==> src/rtl/frame_scan_reader.sv <==
// Double-buffered frame scanner: issues reads to the selected buffer, collects returned pixels in
// a 2-entry FIFO and emits a valid/ready pixel stream with frame and line markers.
module frame_scan_reader #(
    parameter int H_ACTIVE  = 100,
    parameter int V_ACTIVE  = 100,
    parameter int BASE_ADDR = 1,
    parameter int ADDR_W    = 20
) (
    input  logic              clk,
    input  logic              reset,
    input  logic              start,
    input  logic              cont,
    input  logic              full0,
    input  logic              full1,
    output logic              re0,
    output logic              re1,
    output logic [ADDR_W-1:0] addr,
    input  logic [7:0]        r0,
    input  logic [7:0]        g0,
    input  logic [7:0]        b0,
    input  logic [7:0]        r1,
    input  logic [7:0]        g1,
    input  logic [7:0]        b1,
    output logic              pix_valid,
    input  logic              pix_ready,
    output logic [23:0]       pix_data,
    output logic              pix_sof,
    output logic              pix_eof,
    output logic              pix_sol,
    output logic              pix_eol,
    output logic              buf_sel,
    output logic              busy,
    output logic              done
);

    localparam int TOTAL = H_ACTIVE * V_ACTIVE;
    localparam int CW    = $clog2(TOTAL + 1);
    localparam int XW    = $clog2(H_ACTIVE + 1);
    localparam int YW    = $clog2(V_ACTIVE + 1);
    localparam logic [CW-1:0] LAST_ISSUE = CW'(TOTAL - 1);
    localparam logic [XW-1:0] X_LAST     = XW'(H_ACTIVE - 1);
    localparam logic [YW-1:0] Y_LAST     = YW'(V_ACTIVE - 1);

    typedef enum logic [2:0] {StIdle, StWait, StRead, StDrain, StDone} state_t;

    state_t          state;
    logic [CW-1:0]   issue_count;
    logic            inflight;
    logic            sel_at_issue;
    logic [23:0]     fifo_mem [2];
    logic            wr_ptr;
    logic            rd_ptr;
    logic [1:0]      fifo_count;
    logic [XW-1:0]   x;
    logic [YW-1:0]   y;
    logic            pop;
    logic            issue;
    logic            sel_full;
    logic [2:0]      occupancy;
    logic [23:0]     rd_data;

    always_comb begin
        pix_valid = (fifo_count != 2'd0);
        pop       = pix_valid & pix_ready;
        // Slots already promised: stored entries plus the read in flight, minus the one leaving now.
        occupancy = {1'b0, fifo_count} + {2'b00, inflight} - {2'b00, pop};
        issue     = (state == StRead) && (occupancy < 3'd2);
        re0       = issue & ~buf_sel;
        re1       = issue & buf_sel;
        addr      = (state == StRead) ? ADDR_W'(BASE_ADDR) + ADDR_W'(issue_count) : '0;
        sel_full  = buf_sel ? full1 : full0;
        rd_data   = sel_at_issue ? {r1, g1, b1} : {r0, g0, b0};
        pix_data  = fifo_mem[rd_ptr];
        pix_sol   = pix_valid && (x == '0);
        pix_eol   = pix_valid && (x == X_LAST);
        pix_sof   = pix_valid && (x == '0) && (y == '0);
        pix_eof   = pix_valid && (x == X_LAST) && (y == Y_LAST);
        busy      = (state != StIdle);
        done      = (state == StDone);
    end

    always_ff @(posedge clk) begin
        if (reset) begin
            state        <= StIdle;
            issue_count  <= '0;
            inflight     <= 1'b0;
            sel_at_issue <= 1'b0;
            fifo_mem[0]  <= '0;
            fifo_mem[1]  <= '0;
            wr_ptr       <= 1'b0;
            rd_ptr       <= 1'b0;
            fifo_count   <= '0;
            x            <= '0;
            y            <= '0;
            buf_sel      <= 1'b0;
        end else begin
            inflight <= issue;
            if (issue) sel_at_issue <= buf_sel;
            // Read data is valid the cycle after re, so the in-flight flag is the write strobe.
            if (inflight) begin
                fifo_mem[wr_ptr] <= rd_data;
                wr_ptr           <= ~wr_ptr;
            end
            if (pop) rd_ptr <= ~rd_ptr;
            fifo_count <= fifo_count + {1'b0, inflight} - {1'b0, pop};

            if (pop) begin
                if (x == X_LAST) begin
                    x <= '0;
                    y <= (y == Y_LAST) ? '0 : y + 1'b1;
                end else begin
                    x <= x + 1'b1;
                end
            end

            case (state)
                StIdle:  if (start) state <= StWait;
                StWait:  if (sel_full) state <= StRead;
                StRead: begin
                    if (issue) begin
                        if (issue_count == LAST_ISSUE) begin
                            issue_count <= '0;
                            state       <= StDrain;
                        end else begin
                            issue_count <= issue_count + 1'b1;
                        end
                    end
                end
                StDrain: if (fifo_count == 2'd0 && !inflight) state <= StDone;
                StDone: begin
                    buf_sel <= ~buf_sel;
                    state   <= cont ? StWait : StIdle;
                end
                default: state <= StIdle;
            endcase
        end
    end

endmodule
==> config.mk <==
export PLATFORM = sky130hd
export DESIGN_NAME = frame_scan_reader
export DESIGN_NICKNAME = d
export VERILOG_FILES = /design/src/rtl/frame_scan_reader.sv
export SDC_FILE = /design/constraint.sdc
export NUM_CORES = 1
export LEC_CHECK = 0
export CAP_MARGIN = 20
export CORE_UTILIZATION = 50
export DETAILED_ROUTE_END_ITERATION = 8
export PLACE_DENSITY_LB_ADDON = 0.08
export RECOVER_POWER = 50
export SYNTH_ARGS = -nofsm -noshare
export SYNTH_HDL_FRONTEND = slang
export SYNTH_SLANG_ARGS = --single-unit
==> constraint.sdc <==
create_clock -name clk -period 4.4 [get_ports clk]
set_input_delay 0.88 -clock clk [delete_from_list [all_inputs] [get_ports clk]]
set_output_delay 0.88 -clock clk [all_outputs]
set_load 0.05 [all_outputs]
# Yosys cells after proc, flatten, opt, wreduce, memory -nomap -nowiden
# Memories as Yosys holds them, arrays and structs flattened. A register that Yosys moved wholly into a read port is not among the register bits.
# Cells that the tools add are included.
dict set report classes {
  addsub 8
  order_cmp 1
  eq_ne 12
  muxes 23
  n_bitwise 6
  n_reduce_logical 17
}
# cell count
set op_table {}
lappend op_table {{24-bit two-way mux} 2}
lappend op_table {{24-bit OR reduction} 1}
lappend op_table {{1-bit by 14-bit adder with 15-bit output (first input constant)} 1}
lappend op_table {{15-bit two-way mux} 1}
lappend op_table {{3-bit two-way mux} 5}
lappend op_table {{3-bit one-hot mux with 5 select lines} 1}
lappend op_table {{14-bit by 1-bit adder with 14-bit output (second input constant)} 1}
lappend op_table {{7-bit by 1-bit adder with 7-bit output (second input constant)} 2}
lappend op_table {{14-bit equality test (second input constant)} 1}
lappend op_table {{7-bit equality test (second input constant)} 2}
lappend op_table {{7-bit logical NOT} 2}
lappend op_table {{14-bit two-way mux} 1}
lappend op_table {{7-bit two-way mux} 2}
lappend op_table {{1-bit two-way mux} 11}
lappend op_table {{2-bit != test (second input constant)} 4}
lappend op_table {{3-bit by 2-bit equality test with 1-bit output (second input constant)} 2}
lappend op_table {{1-bit logical AND} 6}
lappend op_table {{5-bit AND reduction} 1}
lappend op_table {{2-bit AND reduction} 2}
lappend op_table {{2-bit by 1-bit adder with 3-bit output} 1}
lappend op_table {{1-bit AND} 3}
lappend op_table {{3-bit by 1-bit equality test with 1-bit output (second input constant)} 1}
lappend op_table {{3-bit equality test (second input constant)} 1}
lappend op_table {{3-bit logical NOT} 1}
lappend op_table {{other kinds (10)} 12}
dict set report totals {
  ff_bits 38
  ram_bits 48
  in_bits 55
  output_inout_bits 54
  elab_cells 78
  mem_count 1
}
# name depth width rd rd_ports_with_merged_regs write_ports line
set memory_table {}
lappend memory_table {fifo_mem 2 24 1 1 2 50} ;# logic [23:0] fifo_mem [2];

# Longest topological paths before layout
# Gate-level depths: netlist (run 1).
dict set report logic_depth {
  ltp_word 7
  depth_mapped 11
  ltp_nobuf 10
}

# Least setup slack after synthesis (run 1)
# Ideal clock, no wire load.
dict set report synth_path {
  path_type {in2out}
  startpoint {input port pix_ready}
  endpoint {output port re0}
  t_arrival_ns 3.303
  t_required_ns 3.520
  path_slack_ns 0.217
  cell_stages 8
  path_buffers 0
  cell_sequence {o21ai_0 inv_2 ha_1 inv_1 ha_1 fa_1 or3_1 nor2_1}
}
dict set report synth_via {
  elab_chain_len 5
}
# element line
set synth_rtl {}
lappend synth_rtl {{start, declared} 25} ;# input logic pix_ready,
lappend synth_rtl {{1-bit AND} 64} ;# pop = pix_valid & pix_ready;
lappend synth_rtl {{via pop} 56} ;# logic pop;
lappend synth_rtl {{3-bit by 1-bit subtractor with 3-bit output} 66} ;# occupancy = {1'b0, fifo_count} + {2'b00, inflight} - {2'b00, pop};
lappend synth_rtl {{via occupancy[1]} 59} ;# logic [2:0] occupancy;
lappend synth_rtl {{3-bit by 2-bit less-than comparator with 1-bit output} 67} ;# issue = (state == StRead) && (occupancy < 3'd2);
lappend synth_rtl {{1-bit logical AND} 67}
lappend synth_rtl {{1-bit AND} 68} ;# re0 = issue & ~buf_sel;
lappend synth_rtl {{end, declared} 15} ;# output logic re0,
# The timed path passes the listed nets, and every way through them passes these cells.

# Worst setup path after layout (run 1)
dict set report layout_path {
  startpoint {input port pix_ready}
  endpoint {output port re0}
}
dict set report layout_via {
  elab_chain_len 5
}
# element line
set layout_rtl {}
lappend layout_rtl {{1-bit AND} 64}
lappend layout_rtl {{via pop} 56}
lappend layout_rtl {{3-bit by 1-bit subtractor with 3-bit output} 66}
lappend layout_rtl {{3-bit by 2-bit less-than comparator with 1-bit output} 67}
lappend layout_rtl {{1-bit logical AND} 67}
lappend layout_rtl {{1-bit AND} 68}
# The timed path passes the listed nets, and every way through them passes these cells.

==> results of run 1 <==
==> routing by layer <==
metal | part of all wire, % | vias to the layer above
met4 | 1.5 | 0
met1 | 44 | 1688
met2 | 50 | 105
met5 | 0 | -
li1 | - | 1739
met3 | 5.2 | 14
==> state kept, by name, indices dropped and copies added, names as in the netlist, 2 cells and up, named ones only <==
name	flops
y	7
issue_count	14
fifo_mem	48
state	3
x	7
fifo_count	2
==> cells by family (layout without fill, tap and decap cells) <==
logic type,count (synthesis),count (layout),synth area share [%]
other,1,5,0.0844
adders and majority gates,8,8,2.42
xor gates and xnor gates,24,24,4.73
DFF,87,87,50.0
and+or+nand+nor,176,176,19.9
muxes,49,49,11.7
AOI/OAI and AO/OA,44,44,6.30
buffers and inverters,46,143,4.90
==> worst register-to-register path, cell delays in order (launching register included) <==
cell and delay [ps]:
dfxtp_1 380, o21ai_0 360, inv_2 70, ha_1 280, inv_1 40, ha_1 180, fa_1 460, buf_4 180
nor4b_1 350, nor4b_1 370, xnor2_1 170, nor2_1 50
==> final cells by class <==
| type | count | share of cell area, % |
|---|---|---|
| Clock inverter | 6 | 0.679 |
| Timing Repair Buffer | 113 | 19.5 |
| Inverter | 14 | 0.920 |
| Sequential cell | 87 | 38.9 |
| Clock buffer | 10 | 2.24 |
| Multi-Input combinational cell | 306 | 35.4 |
| Tap cell | 108 | 2.37 |
==> how the worst max path moves through the flow <==
| stage | end | cells after the start |
|---|---|---|
| finish | re0 | 11 |
| global placement | re0 | 11 |
| floorplan | re0 | 8 |
| global route | re0 | 11 |
| CTS | re0 | 11 |
| detailed placement | re0 | 11 |
==> cells in the mapped netlist, types with 2 or more instances <==
cell type  instances
nor2_1            75
edfxtp_1          48
dfxtp_1           39
mux2i_1           25
mux2_2            24
nand2_1           22
clkbuf_1          18
nor3_1            17
nand3_1           15
a31oi_1           14
inv_1             13
xnor2_1           13
a21oi_1           12
xor2_1            11
nand4_1            9
ha_1               7
nand3b_1           7
o21ai_0            6
or3_1              6
buf_4              5
and3_1             4
and4_1             4
buf_1              3
buf_2              3
buf_6              3
nor3b_1            3
nor4b_1            3
o31ai_1            3
nor2b_1            2
o2bb2ai_1          2
or4_1              2
==> through the flow <==
stage	power, W	hold WS, ps
2_1_floorplan	0.00154	466
3_3_place_gp	0.00181	483
3_5_place_dp	0.00182	497
4_1_cts	0.00230	509
5_1_grt	0.00239	544
6_report	0.00228	509
==> power by group <==
group / total, W / switching (W) / internal (W) / leakage (nW)
clock: 0.000485 / 0.000281 / 0.000203 / 0.0820
combinational: 0.000853 / 0.000521 / 0.000332 / 1.07
sequential: 0.000945 / 0.0000369 / 0.000909 / 0.812
total: 0.00228 / 0.000839 / 0.00144 / 1.96
==> flow_summary.json, run 1 <==
{
  "outcome": "complete, no violations",
  "cp_data_arrival_time_ps": 3340,
  "synthCells": 435,
  "layout.nets": 594,
  "root_buffer": "clkbuf_8",
  "synth_top_cell_by_area": "edfxtp_1",
  "ys_seq_elements": 87,
  "fillCellCount": 716,
  "synth_edf_count": 48,
  "start_util_pct": 51.2,
  "groute.usage.overall_pct": 20.9,
  "holdCritPathClass": "reg -> reg",
  "crit-reg2reg-launch": "fifo_count[1]",
  "reg2regPathDepth": 11,
  "timing.rr.end": "issue_count[7]",
  "layout_commonest_cell": "clkdlybuf4s50_1",
  "dpl_cell_area_um2": 5550,
  "grt_max_degree": 27,
  "netlist_area_um2": 4450,
  "vias": 3546,
  "cts.htree.levels": 3,
  "drt-vias-per-instance": 5.51,
  "p_per_area_nw_per_um2": 400,
  "cp_slowest_stage_delay_ps": 430,
  "critPathMaxFanout": 4,
  "grtUsageMet3_pct": 3.08,
  "grt_pass1_wl_um": 14900,
  "coreArea_um2": 8680,
  "avgSynthCellArea_um2": 10.2,
  "slowest_stage": "clkdlybuf4s50_1",
  "peakVddDrop_uv": 192,
  "cap_violations": 0,
  "yosys-top-cells-area": "edfxtp_1, dfxtp_1, nor2_1",
  "post-place-ws_ps": 159,
  "cp.required_ps": 3520,
  "fin_crit_sh_pct": 96.0,
  "antennaDiodeCount": 0,
  "synth_async_sr_flop_share_pct": 0,
  "yosysWarnings": 0,
  "path_clk_slew_ps": 90,
  "post_cts_buffers": 0,
  "dr.pass1.iters": 5,
  "die-area_um2": 9270,
  "cts_tree": "built",
  "hold_path_end": "y[1]",
  "crit_chain": "clkdlybuf4s50_1 -> o21ai_0 -> inv_2 -> ha_1 -> inv_1 -> ha_1 -> fa_1 -> xnor2_1 -> or3_1 -> nor2_1 -> buf_12",
  "yosys.area.top_type_share_pct": 32.4,
  "post-route-drc-count": 0,
  "clkSinkCount": 87,
  "relSlewSlack_pct": 14.8,
  "cts_buffer_depth": 2,
  "path_buf_inv": 4,
  "critical-path-top-delay-family": "adder cells",
  "fin_skew_ps": 15.4,
  "drive_gt1_share_pct": 9.70,
  "wl_per_cell_um": 14.7,
  "die_x_um": 96.3,
  "dp_cells": 627,
  "max_freq_ghz": 0.237,
  "wirelength_um": 9460,
  "rrSetupSlack_ps": 1370,
  "met1_usage_pct": 25.6,
  "ys_types": 48,
  "hold_path_depth": 2,
  "p_leak_nw": 1.96,
  "layout_setup_ws_ps": 175,
  "critPathMostFrequentCell": "ha_1",
  "gp_congestion": 0.812,
  "area_growth_pct": 28.4,
  "rsz0062_at_grt": "no",
  "crit_type": "in -> out",
  "end_kind": "output port",
  "drv_slew": 0,
  "numCtsBuffers": 9,
  "top_usage_layer": "met2",
  "setup_tns_ps": 0,
  "grt-ovfl-total": 0,
  "finalHoldViolations": 0,
  "worst_pin_slew_ps": 1280,
  "ff_latch_area_um2": 2220,
  "hold_path_startpoint": "y[1]",
  "fin_cells": 644,
  "cts_hold_buf": 0,
  "io_pins": 109,
  "period_minus_slack_ps": 4220,
  "cts_resized": 0,
  "synth_ff_type": "edfxtp_1",
  "antenna_found_initial": 0,
  "use_met2_pct": 36.9,
  "drt_iter0_markers": 125,
  "die_h_um": 96.3,
  "io_buffers": 103,
  "placementRows": 34,
  "clock_latency_ps": 350,
  "final_core_util_pct": 65.8,
  "start_kind": "input pin",
  "dpl.hpwl_um": 6570,
  "crit_start": "pix_ready",
  "multiInputGateArea_um2": 2020,
  "mostFrequentLayoutCells": "clkdlybuf4s50_1, nor2_1, edfxtp_1",
  "detail-route-antenna-nets": 0,
  "fin_area_um2": 5710,
  "setup_violations": 0,
  "grt_pass1_vias": 3337,
  "ys_seq_area_share_pct": 50.0
}
Power figures use the tool's default switching activity.
==> inputs of run 2 (changes only) <==
Settings changed: SLEW_MARGIN from default to 20.
==> run 2 against run 1 <==
  * Combinational power barely moved
  * First-iteration DRC count fell by 8.8%
  * Register-to-register slack barely moved
  * Critical path type unchanged
  * Largest cell class unchanged
==> flow_summary.json, run 2 (same netlist as run 1, synthesis figures left out) <==
{
  "outcome": "complete, no violations",
  "rrSetupSlack_ps": 1360,
  "die_x_um": 96.3,
  "post_cts_buffers": 0,
  "setup_violations": 0,
  "rsz0062_at_grt": "no",
  "drv_slew": 0,
  "cp_data_arrival_time_ps": 3350,
  "multiInputGateArea_um2": 2020,
  "numCtsBuffers": 9,
  "dr.pass1.iters": 6,
  "grt_pass1_wl_um": 14900,
  "power.switching_w": 0.000838,
  "io_buffers": 103,
  "layout.nets": 593,
  "gp_congestion": 0.812,
  "start_util_pct": 51.2,
  "root_buffer": "clkbuf_8",
  "vias": 3525,
  "cts_hold_buf": 0,
  "finalHoldViolations": 0,
  "groute.usage.overall_pct": 20.9,
  "top_register": "fifo_mem",
  "antennaDiodeCount": 0,
  "path_clk_slew_ps": 90,
  "detail-route-antenna-nets": 0,
  "cts.htree.levels": 3,
  "post-route-drc-count": 0,
  "peakVddDrop_uv": 196,
  "p_int_w": 0.00144,
  "wl_per_cell_um": 14.7,
  "end_kind": "output port",
  "coreArea_um2": 8680,
  "crit-reg2reg-launch": "fifo_count[1]",
  "p_leak_nw": 1.96,
  "start_kind": "input pin",
  "largest_reg_flops": 48,
  "combPwrFrac_pct": 37.3,
  "timing.rr.end": "issue_count[7]",
  "reg2regPathDepth": 11,
  "io_pins": 109,
  "drt_iter0_markers": 114,
  "cap_violations": 0,
  "clock_latency_ps": 350,
  "die_h_um": 96.3,
  "reg_top3": "fifo_mem (48), issue_count (14)",
  "holdCritPathClass": "reg -> reg",
  "drive_gt1_share_pct": 9.72,
  "switching_share_pct": 36.7,
  "grt_max_degree": 27,
  "finalPower_w": 0.00228,
  "critPathMaxFanout": 4,
  "seqPwrFrac_pct": 41.4,
  "fin_skew_ps": 16.0,
  "hold_path_depth": 2,
  "grt_pass1_vias": 3337,
  "area_growth_pct": 28.3,
  "wirelength_um": 9480,
  "p_per_area_nw_per_um2": 400,
  "placementRows": 34,
  "p_clk_share_pct": 21.3,
  "die-area_um2": 9270,
  "clkSinkCount": 87,
  "layout_commonest_cell": "clkdlybuf4s50_1",
  "worst_pin_slew_ps": 1290,
  "max_freq_ghz": 0.236,
  "fillCellCount": 715,
  "hold_path_startpoint": "y[1]",
  "cts_tree": "built",
  "ff_latch_area_um2": 2220,
  "hold_path_end": "y[1]",
  "drt-vias-per-instance": 5.48,
  "cts_buffer_depth": 2,
  "relSlewSlack_pct": 13.7,
  "antenna_found_initial": 0,
  "fin_crit_sh_pct": 96.1,
  "dpl.hpwl_um": 6570,
  "cts_resized": 0,
  "setup_tns_ps": 0,
  "cp.required_ps": 3520,
  "mostFrequentLayoutCells": "clkdlybuf4s50_1, nor2_1, edfxtp_1",
  "grt-ovfl-total": 0,
  "crit_type": "in -> out",
  "period_minus_slack_ps": 4230
}
-- run 2: cell types whose count changed in the layout (fill, tap and decap cells not counted) --
| cell | change |
|---|---|
| clkbuf_1 | -1 |
-- run 2: worst max path at each step --
stage               end  startpoint  cells after the start  slack [ps]
detailed placement  re0   pix_ready                     11         160
global placement    re0   pix_ready                     11         220
finish              re0   pix_ready                     11         170
global route        re0   pix_ready                     11          10
floorplan           re0   pix_ready                      8         220
CTS                 re0   pix_ready                     11         150
-- run 2: final cells by class --
class                           count  share of cell area, %
Tap cell                          108                   2.37
Sequential cell                    87                   39.0
Inverter                           14                  0.921
Timing Repair Buffer              112                   19.4
Multi-Input combinational cell    306                   35.4
Clock buffer                       10                   2.24
Clock inverter                      6                  0.680
-- run 2: power by group through the flow --
| stage | combinational [W] | sequential, W | clock (W) |
|---|---|---|---|
| 2_1_floorplan | 0.000587 | 0.000948 | 0 |
| 3_3_place_gp | 0.000849 | 0.000961 | 0 |
| 3_5_place_dp | 0.000858 | 0.000964 | 0 |
| 4_1_cts | 0.000861 | 0.000945 | 0.000494 |
| 5_1_grt | 0.000912 | 0.000953 | 0.000525 |
| 6_report | 0.000851 | 0.000945 | 0.000485 |
-- run 2: worst max-delay path: stages --
cell and delay, ps:
clkdlybuf4s50_1 430, o21ai_0 170, inv_2 70, ha_1 280
inv_1 40, ha_1 180, fa_1 380, xnor2_1 190
or3_1 370, nor2_1 190, buf_12 170
-- run 2: metal layers --
metal	global-route usage (%)	vias to the layer above	routed length [µm]
li1	-	1733	-
met1	25.6	1686	4140
met2	36.9	98	4750
met3	3.08	8	500
met4	8.46	0	96
met5	0	-	0
-- run 2: per-stage QoR --
step                hold WS, ps  setup slack [ps]  cell area, µm²  instances  utilization [%]
floorplan                   466               217            4460        439                -
global placement            483               223            5550        627             64.0
detailed placement          497               159            5550        627             64.0
CTS                         509               150            5720        643             65.9
global route                544              13.7            5710        643             65.7
finish                      510               169            5710        643             65.7
==> inputs of run 3 (changes only) <==
Settings changed: CTS_CLUSTER_SIZE from default to 20.
==> results of run 3 <==
Final layout, timing and power as in run 2 (identical DEF).
